$ cat config.mk
export PLATFORM = sky130hd
export DESIGN_NAME = button_pulse_conditioner
export DESIGN_NICKNAME = d
export VERILOG_FILES = /design/src/rtl/button_pulse_conditioner_pkg.sv /design/src/rtl/button_pulse_conditioner_debounce_channel.sv /design/src/rtl/button_pulse_conditioner.sv
export SDC_FILE = /design/constraint.sdc
export NUM_CORES = 1
export LEC_CHECK = 0
export BUFFER_PORTS_ARGS = -buffer_cell sky130_fd_sc_hd__buf_2
export CORE_MARGIN = 10
export CORE_UTILIZATION = 65
export CTS_BUF_LIST = sky130_fd_sc_hd__clkbuf_4
export DETAILED_ROUTE_END_ITERATION = 16
export PLACE_DENSITY = 0.82
export SLEW_MARGIN = 20
export SYNTH_ARGS = -nofsm -noshare
export SYNTH_HDL_FRONTEND = slang
export SYNTH_SLANG_ARGS = --single-unit
$ cat constraint.sdc
create_clock -name clock -period 2.4 [get_ports clock]
set_input_delay 0.48 -clock clock [delete_from_list [all_inputs] [get_ports clock]]
set_output_delay 0.48 -clock clock [all_outputs]
set_load 0.01 [all_outputs]
$ cat src/rtl/button_pulse_conditioner_pkg.sv
// button_pulse_conditioner_pkg: key indices and default timing for the push-button front end
package button_pulse_conditioner_pkg;
  localparam int KEY_LEFT = 0;
  localparam int KEY_RIGHT = 1;
  localparam int KEY_SHOOT = 2;
  localparam int KEY_STOP = 3;
  localparam int DEF_DEBOUNCE_CYCLES = 500000;
  localparam int DEF_REPEAT_CYCLES = 5000000;
endpackage

$ cat src/rtl/button_pulse_conditioner_debounce_channel.sv
// button_pulse_conditioner_debounce_channel: synchronise, debounce and press-detect one active-low key
module button_pulse_conditioner_debounce_channel
  import button_pulse_conditioner_pkg::*;
#(
  parameter int DEBOUNCE_CYCLES = DEF_DEBOUNCE_CYCLES,
  parameter int CNT_WIDTH = 20
) (
  input  logic clock,
  input  logic reset,
  input  logic key_n,
  output logic held,
  output logic press
);
  logic r_s1;
  logic r_sync;
  logic r_stable;
  logic r_press;
  logic [CNT_WIDTH-1:0] r_cnt;
  logic w_done;
  assign w_done = r_cnt == CNT_WIDTH'(DEBOUNCE_CYCLES - 1);
  assign held = r_stable;
  assign press = r_press;
  // two-flop synchroniser feeding a counter that accepts a new level only after it persists
  always_ff @(posedge clock or negedge reset) begin
    if (!reset) begin
      r_s1 <= 1'b0;
      r_sync <= 1'b0;
      r_stable <= 1'b0;
      r_press <= 1'b0;
      r_cnt <= '0;
    end else begin
      r_s1 <= ~key_n;
      r_sync <= r_s1;
      r_cnt <= (r_sync == r_stable || w_done) ? '0 : r_cnt + 1'b1;
      r_stable <= (r_sync != r_stable && w_done) ? r_sync : r_stable;
      r_press <= r_sync & ~r_stable & w_done;
    end
  end
endmodule

$ cat src/rtl/button_pulse_conditioner.sv
// button_pulse_conditioner: four debounced keys to arbitrated single-cycle pulses with shoot auto-repeat
module button_pulse_conditioner
  import button_pulse_conditioner_pkg::*;
#(
  parameter int DEBOUNCE_CYCLES = DEF_DEBOUNCE_CYCLES,
  parameter int CNT_WIDTH = 20,
  parameter int REPEAT_CYCLES = DEF_REPEAT_CYCLES,
  parameter int RPT_WIDTH = 23
) (
  input  logic       clock,
  input  logic       reset,
  input  logic [3:0] key_n,
  output logic       left_pulse,
  output logic       right_pulse,
  output logic       shoot_pulse,
  output logic       stop_pulse,
  output logic [3:0] held
);
  logic [3:0] w_press;
  logic [RPT_WIDTH-1:0] r_rcnt;
  logic w_rep;
  logic w_left;
  logic w_right;
  logic w_shoot;
  logic w_stop;
  for (genvar i = 0; i < 4; i++) begin : g_ch
    button_pulse_conditioner_debounce_channel #(
      .DEBOUNCE_CYCLES(DEBOUNCE_CYCLES),
      .CNT_WIDTH(CNT_WIDTH)
    ) u_ch (
      .clock(clock),
      .reset(reset),
      .key_n(key_n[i]),
      .held(held[i]),
      .press(w_press[i])
    );
  end
  assign w_rep = (REPEAT_CYCLES != 0) && held[KEY_SHOOT] && r_rcnt == RPT_WIDTH'(REPEAT_CYCLES - 1);
  // repeat counter restarts on each fresh shoot press and each repeat tick, idles while released
  always_ff @(posedge clock or negedge reset) begin
    if (!reset) r_rcnt <= '0;
    else r_rcnt <= (!held[KEY_SHOOT] || w_press[KEY_SHOOT] || w_rep) ? '0 : r_rcnt + 1'b1;
  end
  // stop overrides steering; simultaneous left and right cancel each other
  always_comb begin
    w_left = w_press[KEY_LEFT] & ~w_press[KEY_RIGHT] & ~w_press[KEY_STOP];
    w_right = w_press[KEY_RIGHT] & ~w_press[KEY_LEFT] & ~w_press[KEY_STOP];
    w_shoot = w_press[KEY_SHOOT] | w_rep;
    w_stop = w_press[KEY_STOP];
  end
  // register the arbitrated pulses so every output leaves a flop
  always_ff @(posedge clock or negedge reset) begin
    if (!reset) begin
      left_pulse <= 1'b0;
      right_pulse <= 1'b0;
      shoot_pulse <= 1'b0;
      stop_pulse <= 1'b0;
    end else begin
      left_pulse <= w_left;
      right_pulse <= w_right;
      shoot_pulse <= w_shoot;
      stop_pulse <= w_stop;
    end
  end
endmodule

==> flow_metrics.env, run 1 <==
export IMPL_slew_headroom=0.5470
export IMPL_clockRootBuffer="clkbuf_4"
export IMPL_wl_met3_um=439
export IMPL_critical_path_max_fanout=7
export IMPL_crit_arrival_ns=2.47
export IMPL_num_vias=4439
export IMPL_die_area_mm2=0.01344
export IMPL_worst_pin_slew_ns=0.6795
export IMPL_crit_family="simple AND/OR/NAND/NOR gates"
export IMPL_syn_nets=618
export IMPL_h_tree_depth=4
export IMPL_nFillCells=659
export IMPL_fp_dieH_um=115.9
export IMPL_cts_tree="built"
export IMPL_final_common_cell="dfrtp_1"
export IMPL_ys_warn_count=0
export IMPL_core_mm2=0.008848
export IMPL_avgRoutedWirePerCell_um=15.24
export IMPL_layout_common_cells="123 x dfrtp_1, 87 x nor2_1, 45 x xnor2_1"
export IMPL_r2r_end="g_ch[0].u_ch.held"
export IMPL_finalHoldViolCount=0
export IMPL_start_util=0.6762
export IMPL_rr_worst_depth=4
export IMPL_antenna_found_initial=0
export IMPL_final_antenna_net_count=0
export IMPL_fin_ws_ns=0.3146
export IMPL_clock_sinks=123
export IMPL_timing_critical_path_buf_inv=0
export IMPL_crit_chain="or4b_1 -> or3_4 -> nor3_2 -> mux2_2"
export IMPL_worstHoldPathType="in2async"
export IMPL_grt_max_degree=52
export IMPL_layout_min_cycle_time_ns=2.085
export IMPL_syn_avg_cell_area_um2=9.922
export IMPL_synth_yosys_seq_area_share=0.5144
export IMPL_startpoint_type="flop"
export IMPL_period_share=0.8689
export IMPL_numCtsBuffers=17
export IMPL_wl_met1_um=5144
export IMPL_worstSetupPathType="reg2reg"
export IMPL_num_io_pins=14
export IMPL_crit_required_ns=2.79
export IMPL_layout_drive_gt1_share=0.1068
export IMPL_worst_setup_path_end_kind="flop"
export IMPL_drtIter0Drc=297
export IMPL_synth_seq_cells=123
export IMPL_syn_cell_area_mm2=0.005983
export IMPL_clockBufferDepth=2
export IMPL_netlist_instances=603
export IMPL_insertion_delay_ns=0.51
export IMPL_slowest_stage="or4b_1"
export IMPL_clkTransAtPathRegs_ns=0.11
export IMPL_area_growth_pct=7.089
export IMPL_max_freq_mhz=479.5
export IMPL_tns_ns=0
export IMPL_outcome="finished clean"
export IMPL_grt_pass1_vias=4303
export IMPL_rr_startpoint="g_ch[0].u_ch.r_cnt[11]"
export IMPL_powerDensity_mw_per_mm2=557.9
export IMPL_grt_pass1_wl_um=19980
export IMPL_grt_ovfl_total=0
export IMPL_rsz0062_at_grt="false"
export IMPL_die_w_um=115.9
export IMPL_track_usage=0.1840
export IMPL_num_rows=34
export IMPL_power_leakage_nw=2.563
export IMPL_drv_slew=0
export IMPL_ff2ff_setup_slack_ns=0.31
export IMPL_gp_congestion=0.8168
export IMPL_max_stage_delay_ns=0.54
export IMPL_dr_pass1_iters=7
export IMPL_nNetsFinal=639
export IMPL_dr_wl_met2_um=5667
export IMPL_drc_errors=0
export IMPL_routed_top_layer="met4"
export IMPL_wirelength_um=11350
export IMPL_setup_viol=0
export IMPL_max_cap_violations=0
export IMPL_dp_slack_ns=0.3241
export IMPL_diodes=0
export IMPL_holdBufCountCts=0
export IMPL_ys_types=42
export IMPL_cts_resized=0
export IMPL_cts_setup_buffers=0
export IMPL_viasPerCell=5.958
export IMPL_skew_ns=0.01561
export IMPL_port_buffers=13
export IMPL_ir_worst_vdd_mv=0.3344
export IMPL_dp_hpwl_um=7868
logic make-up (layout without fill, tap and decap cells):
| kind of cell | after synthesis | in the layout | share of synthesized area |
|---|---|---|---|
| flops | 123 | 123 | 0.5144 |
| compound gates | 60 | 60 | 0.06420 |
| fa+ha+maj | 9 | 9 | 0.01882 |
| buf+inv | 50 | 84 | 0.03952 |
| simple gates | 291 | 291 | 0.2589 |
| mux | 4 | 4 | 0.007528 |
| xor+xnor | 66 | 66 | 0.09661 |
synthesized netlist by cell type, drive strengths merged:
cell type	count	share of area
mux2	4	0.0075
o21ai	18	0.015
nor4bb	2	0.0033
ha	9	0.019
nor4b	3	0.0044
nor2	87	0.055
a31o	3	0.0044
xnor2	45	0.066
a21oi	27	0.023
nor2b	1	0.0010
o21bai	4	0.011
and3	6	0.0063
or4b	2	0.0033
or2	2	0.0021
nand2	32	0.020
nor4	13	0.014
nor3b	2	0.0025
inv	32	0.020
nor3	26	0.023
xor2	21	0.031
or3b	1	0.0015
and4	8	0.012
dfrtp	123	0.51
buf	12	0.015
o31ai	7	0.0088
nand3	35	0.029
nand4	33	0.038
and2	4	0.0042
or3	21	0.023
or4	13	0.018
clkbuf	6	0.0042
o311ai	1	0.0027
per-layer routing:
layer  vias up  global-route usage
met4         0             0.06005
met1      2172              0.2368
met3        10             0.04755
met2        86              0.2981
met5         -                   0
li1       2171                   -
power by group:
group / total [mW] / internal, mW / switching, mW / leakage (nW)
Combinational: 0.120 / 0.0376 / 0.0828 / 0.734
Clock: 1.34 / 0.596 / 0.741 / 0.139
Sequential: 2.12 / 2.09 / 0.0238 / 1.69
Total: 3.57 / 2.73 / 0.847 / 2.56
worst max-delay path by stage:
| stage | startpoint | to | slack (ns) | cells after the start |
|---|---|---|---|---|
| 6_report | g_ch[0].u_ch.r_cnt[11] | g_ch[0].u_ch.held | 0.31 | 4 |
| 5_1_grt | g_ch[0].u_ch.r_cnt[11] | g_ch[0].u_ch.r_cnt[6] | 0.22 | 4 |
| 4_1_cts | g_ch[0].u_ch.r_cnt[11] | g_ch[0].u_ch.r_cnt[15] | 0.31 | 4 |
| 3_5_place_dp | g_ch[0].u_ch.r_cnt[11] | g_ch[0].u_ch.r_cnt[8] | 0.32 | 4 |
| 3_3_place_gp | g_ch[3].u_ch.r_cnt[9] | g_ch[3].u_ch.held | 0.38 | 4 |
| 2_1_floorplan | g_ch[1].u_ch.r_cnt[0] | g_ch[1].u_ch.held | 0.39 | 5 |
per-stage QoR:
step / power (mW) / std cells / hold WS [ns] / area (um^2) / util
detailed placement: 2.283 / 713 / 0.3363 / 6147 / 0.6947
CTS: 3.617 / 745 / 0.0002213 / 6407 / 0.7241
global route: 3.754 / 745 / 0.01124 / 6407 / 0.7241
floorplan: 2.215 / 603 / 0.1844 / 5983 / -
finish: 3.575 / 745 / 0.006703 / 6407 / 0.7241
global placement: 2.277 / 713 / 0.3327 / 6147 / 0.6947
state kept, by name, indices dropped and copies added (netlist names):
| signal | cells |
|---|---|
| g_ch.u_ch.r_cnt | 80 |
| r_rcnt | 23 |
| stop_pulse | 1 |
| g_ch.u_ch.press | 4 |
| left_pulse | 1 |
| right_pulse | 1 |
| g_ch.u_ch.r_sync | 4 |
| shoot_pulse | 1 |
| g_ch.u_ch.r_s1 | 4 |
| g_ch.u_ch.held | 4 |
final cells by class:
type                            instances  area [um^2]  area share
Timing Repair Buffer                   20        145.1     0.02265
Clock inverter                         15        132.6     0.02070
Multi-Input combinational cell        430         2669      0.4165
Sequential cell                       123         3078      0.4804
Tap cell                              108        135.1     0.02109
Inverter                               32        120.1     0.01875
Clock buffer                           17        127.6     0.01992
No activity file was read; power rests on OpenSTA's default activity.
==> inputs of run 2 (changes only) <==
CORE_UTILIZATION = 52   (was 65)
PLACE_DENSITY = 0.68   (was 0.82)
==> run 2 against run 1 <==
Effect of this change:
- register-to-register slack better by 0.03 ns
- combinational power about the same
- global-route usage down 4.2 points
- count of clock-buffer cells in the layout up 1
- routed wire length down 4.3%
- maximum frequency up 1.4%
- cell count up 4.8%
- critical path type unchanged
- critical endpoint is now g_ch[0].u_ch.r_cnt[15]
==> flow_metrics.env, run 2 (synthesized netlist as in run 1, its figures left out) <==
export IMPL_worst_pin_slew_ns=0.6023
export IMPL_start_util=0.5285
export IMPL_period_share=0.8566
export IMPL_layout_common_cells="123 x dfrtp_1, 87 x nor2_1, 45 x xnor2_1"
export IMPL_layout_drive_gt1_share=0.1050
export IMPL_clock_sinks=123
export IMPL_grt_ovfl_total=0
export IMPL_nFillCells=1000
export IMPL_clkTransAtPathRegs_ns=0.10
export IMPL_clockBufferDepth=2
export IMPL_port_buffers=13
export IMPL_clockRootBuffer="clkbuf_4"
export IMPL_numCtsBuffers=17
export IMPL_worstHoldPathType="in2reg"
export IMPL_num_vias=4401
export IMPL_skew_ns=0.01835
export IMPL_crit_arrival_ns=2.46
export IMPL_largestRegisters="g_ch.u_ch.r_cnt: 80 flops, r_rcnt: 23 flops"
export IMPL_viasPerCell=5.635
export IMPL_crit_required_ns=2.80
export IMPL_power_frac_seq=0.570
export IMPL_final_common_cell="dfrtp_1"
export IMPL_switching_power_mw=0.8688
export IMPL_drtIter0Drc=265
export IMPL_insertion_delay_ns=0.53
export IMPL_power_mw=3.718
export IMPL_power_leakage_nw=2.576
export IMPL_die_area_mm2=0.01620
export IMPL_num_rows=39
export IMPL_core_mm2=0.01132
export IMPL_top_register="g_ch.u_ch.r_cnt"
export IMPL_crit_chain="or4b_1 -> or3_4 -> o21bai_4 -> nor2_1"
export IMPL_p_int_mw=2.849
export IMPL_max_stage_delay_ns=0.53
export IMPL_cts_tree="built"
export IMPL_grt_max_degree=54
export IMPL_max_freq_mhz=486.4
export IMPL_grt_pass1_wl_um=19490
export IMPL_final_antenna_net_count=0
export IMPL_worstSetupPathType="reg2reg"
export IMPL_max_cap_violations=0
export IMPL_startpoint_type="flop"
export IMPL_slowest_stage="or4b_1"
export IMPL_rr_worst_depth=4
export IMPL_hold_path_depth=2
export IMPL_ir_worst_vdd_mv=0.6591
export IMPL_nNetsFinal=640
export IMPL_fp_dieH_um=127.3
export IMPL_die_w_um=127.3
export IMPL_dr_pass1_iters=4
export IMPL_swShare=0.2337
export IMPL_dp_hpwl_um=7382
export IMPL_critical_path_max_fanout=18
export IMPL_finalHoldViolCount=0
export IMPL_wirelength_um=10860
export IMPL_drc_errors=0
export IMPL_track_usage=0.1417
export IMPL_h_tree_depth=4
export IMPL_worst_setup_path_end_kind="flop"
export IMPL_setup_viol=0
export IMPL_diodes=0
export IMPL_rsz0062_at_grt="false"
export IMPL_slew_headroom=0.5947
export IMPL_clkPwrFrac=0.399
export IMPL_area_growth_pct=8.239
export IMPL_powerDensity_mw_per_mm2=574.1
export IMPL_pwr_share_comb=0.032
export IMPL_tns_ns=0
export IMPL_avgRoutedWirePerCell_um=13.91
export IMPL_num_io_pins=14
export IMPL_layout_min_cycle_time_ns=2.056
export IMPL_outcome="finished clean"
export IMPL_gp_congestion=0.8013
export IMPL_antenna_found_initial=0
export IMPL_largest_reg_flops=80
export IMPL_design_area_mm2=0.006476
export IMPL_place_area_mm2=0.006178
export IMPL_grt_pass1_vias=4381
export IMPL_drv_slew=0
export IMPL_holdWs_ns=0.08145
## run 2: cell count changes in the layout (fill, tap and decap cells not counted), sizes merged
cell and delta:
inv +1, dlygate4sd3 +1, clkinvlp -1, clkinv -2, clkbuf +1, bufinv +1
## run 2: metal layers
layer,vias to the layer above,track usage,routed length [um]
li1,2163,-,-
met1,2169,0.1797,5230
met2,53,0.2218,5143
met3,16,0.04218,338
met4,0,0.05626,151
met5,-,0,0
## run 2: cell type report
| class | count | area [um^2] | area share |
|---|---|---|---|
| clock inverters | 14 | 152.6 | 0.02357 |
| flip-flops and latches | 123 | 3078 | 0.4753 |
| clock buffers | 18 | 135.1 | 0.02087 |
| repair buffers | 21 | 142.6 | 0.02202 |
| well taps | 143 | 178.9 | 0.02763 |
| multi-input cells | 430 | 2669 | 0.4121 |
| inverters | 32 | 120.1 | 0.01855 |
## run 2: final timing paths
| check | startpoint | to | slack [ns] |
|---|---|---|---|
| max in group asynchronous | reset | g_ch[3].u_ch.r_cnt[2] | 1.32 |
| hold / removal | key_n[0] | g_ch[0].u_ch.r_s1 | 0.08 |
| setup reg to reg | g_ch[0].u_ch.r_cnt[11] | g_ch[0].u_ch.r_cnt[15] | 0.34 |
| hold reg to reg | g_ch[3].u_ch.r_s1 | g_ch[3].u_ch.r_sync | 0.36 |
| min in group asynchronous | reset | g_ch[2].u_ch.r_cnt[17] | 0.42 |
| setup / recovery | g_ch[0].u_ch.r_cnt[11] | g_ch[0].u_ch.r_cnt[15] | 0.34 |
## run 2: repair_timing
item / CTS / global route
hold buffers: 1 / 0
buffers inserted: 0 / 0
endpoints found under the hold margin: 28 / 0
gates resized for setup: 0 / 0
## run 2: power groups by stage
stage / Combinational [mW] / Clock [mW] / Sequential, mW
4_1_cts: 0.125 / 1.53 / 2.12
2_1_floorplan: 0.0649 / 0 / 2.15
5_1_grt: 0.140 / 1.64 / 2.12
6_report: 0.119 / 1.48 / 2.12
3_5_place_dp: 0.123 / 0 / 2.16
3_3_place_gp: 0.119 / 0 / 2.16
## run 2: through the flow
step	instances	util	setup slack [ns]
after floorplan	603	-	0.3926
after global placement	748	0.5458	0.3809
after detailed placement	748	0.5458	0.3418
after CTS	781	0.5721	0.3270
after global routing	781	0.5721	0.2111
final	781	0.5721	0.3442
## run 2: critical path, delay by kind of cell, from the launching register on
family / cells / cell delay, ns
DFF: 1 / 0.46
and+or+nand+nor: 3 / 1.06
AOI/OAI and AO/OA: 1 / 0.41
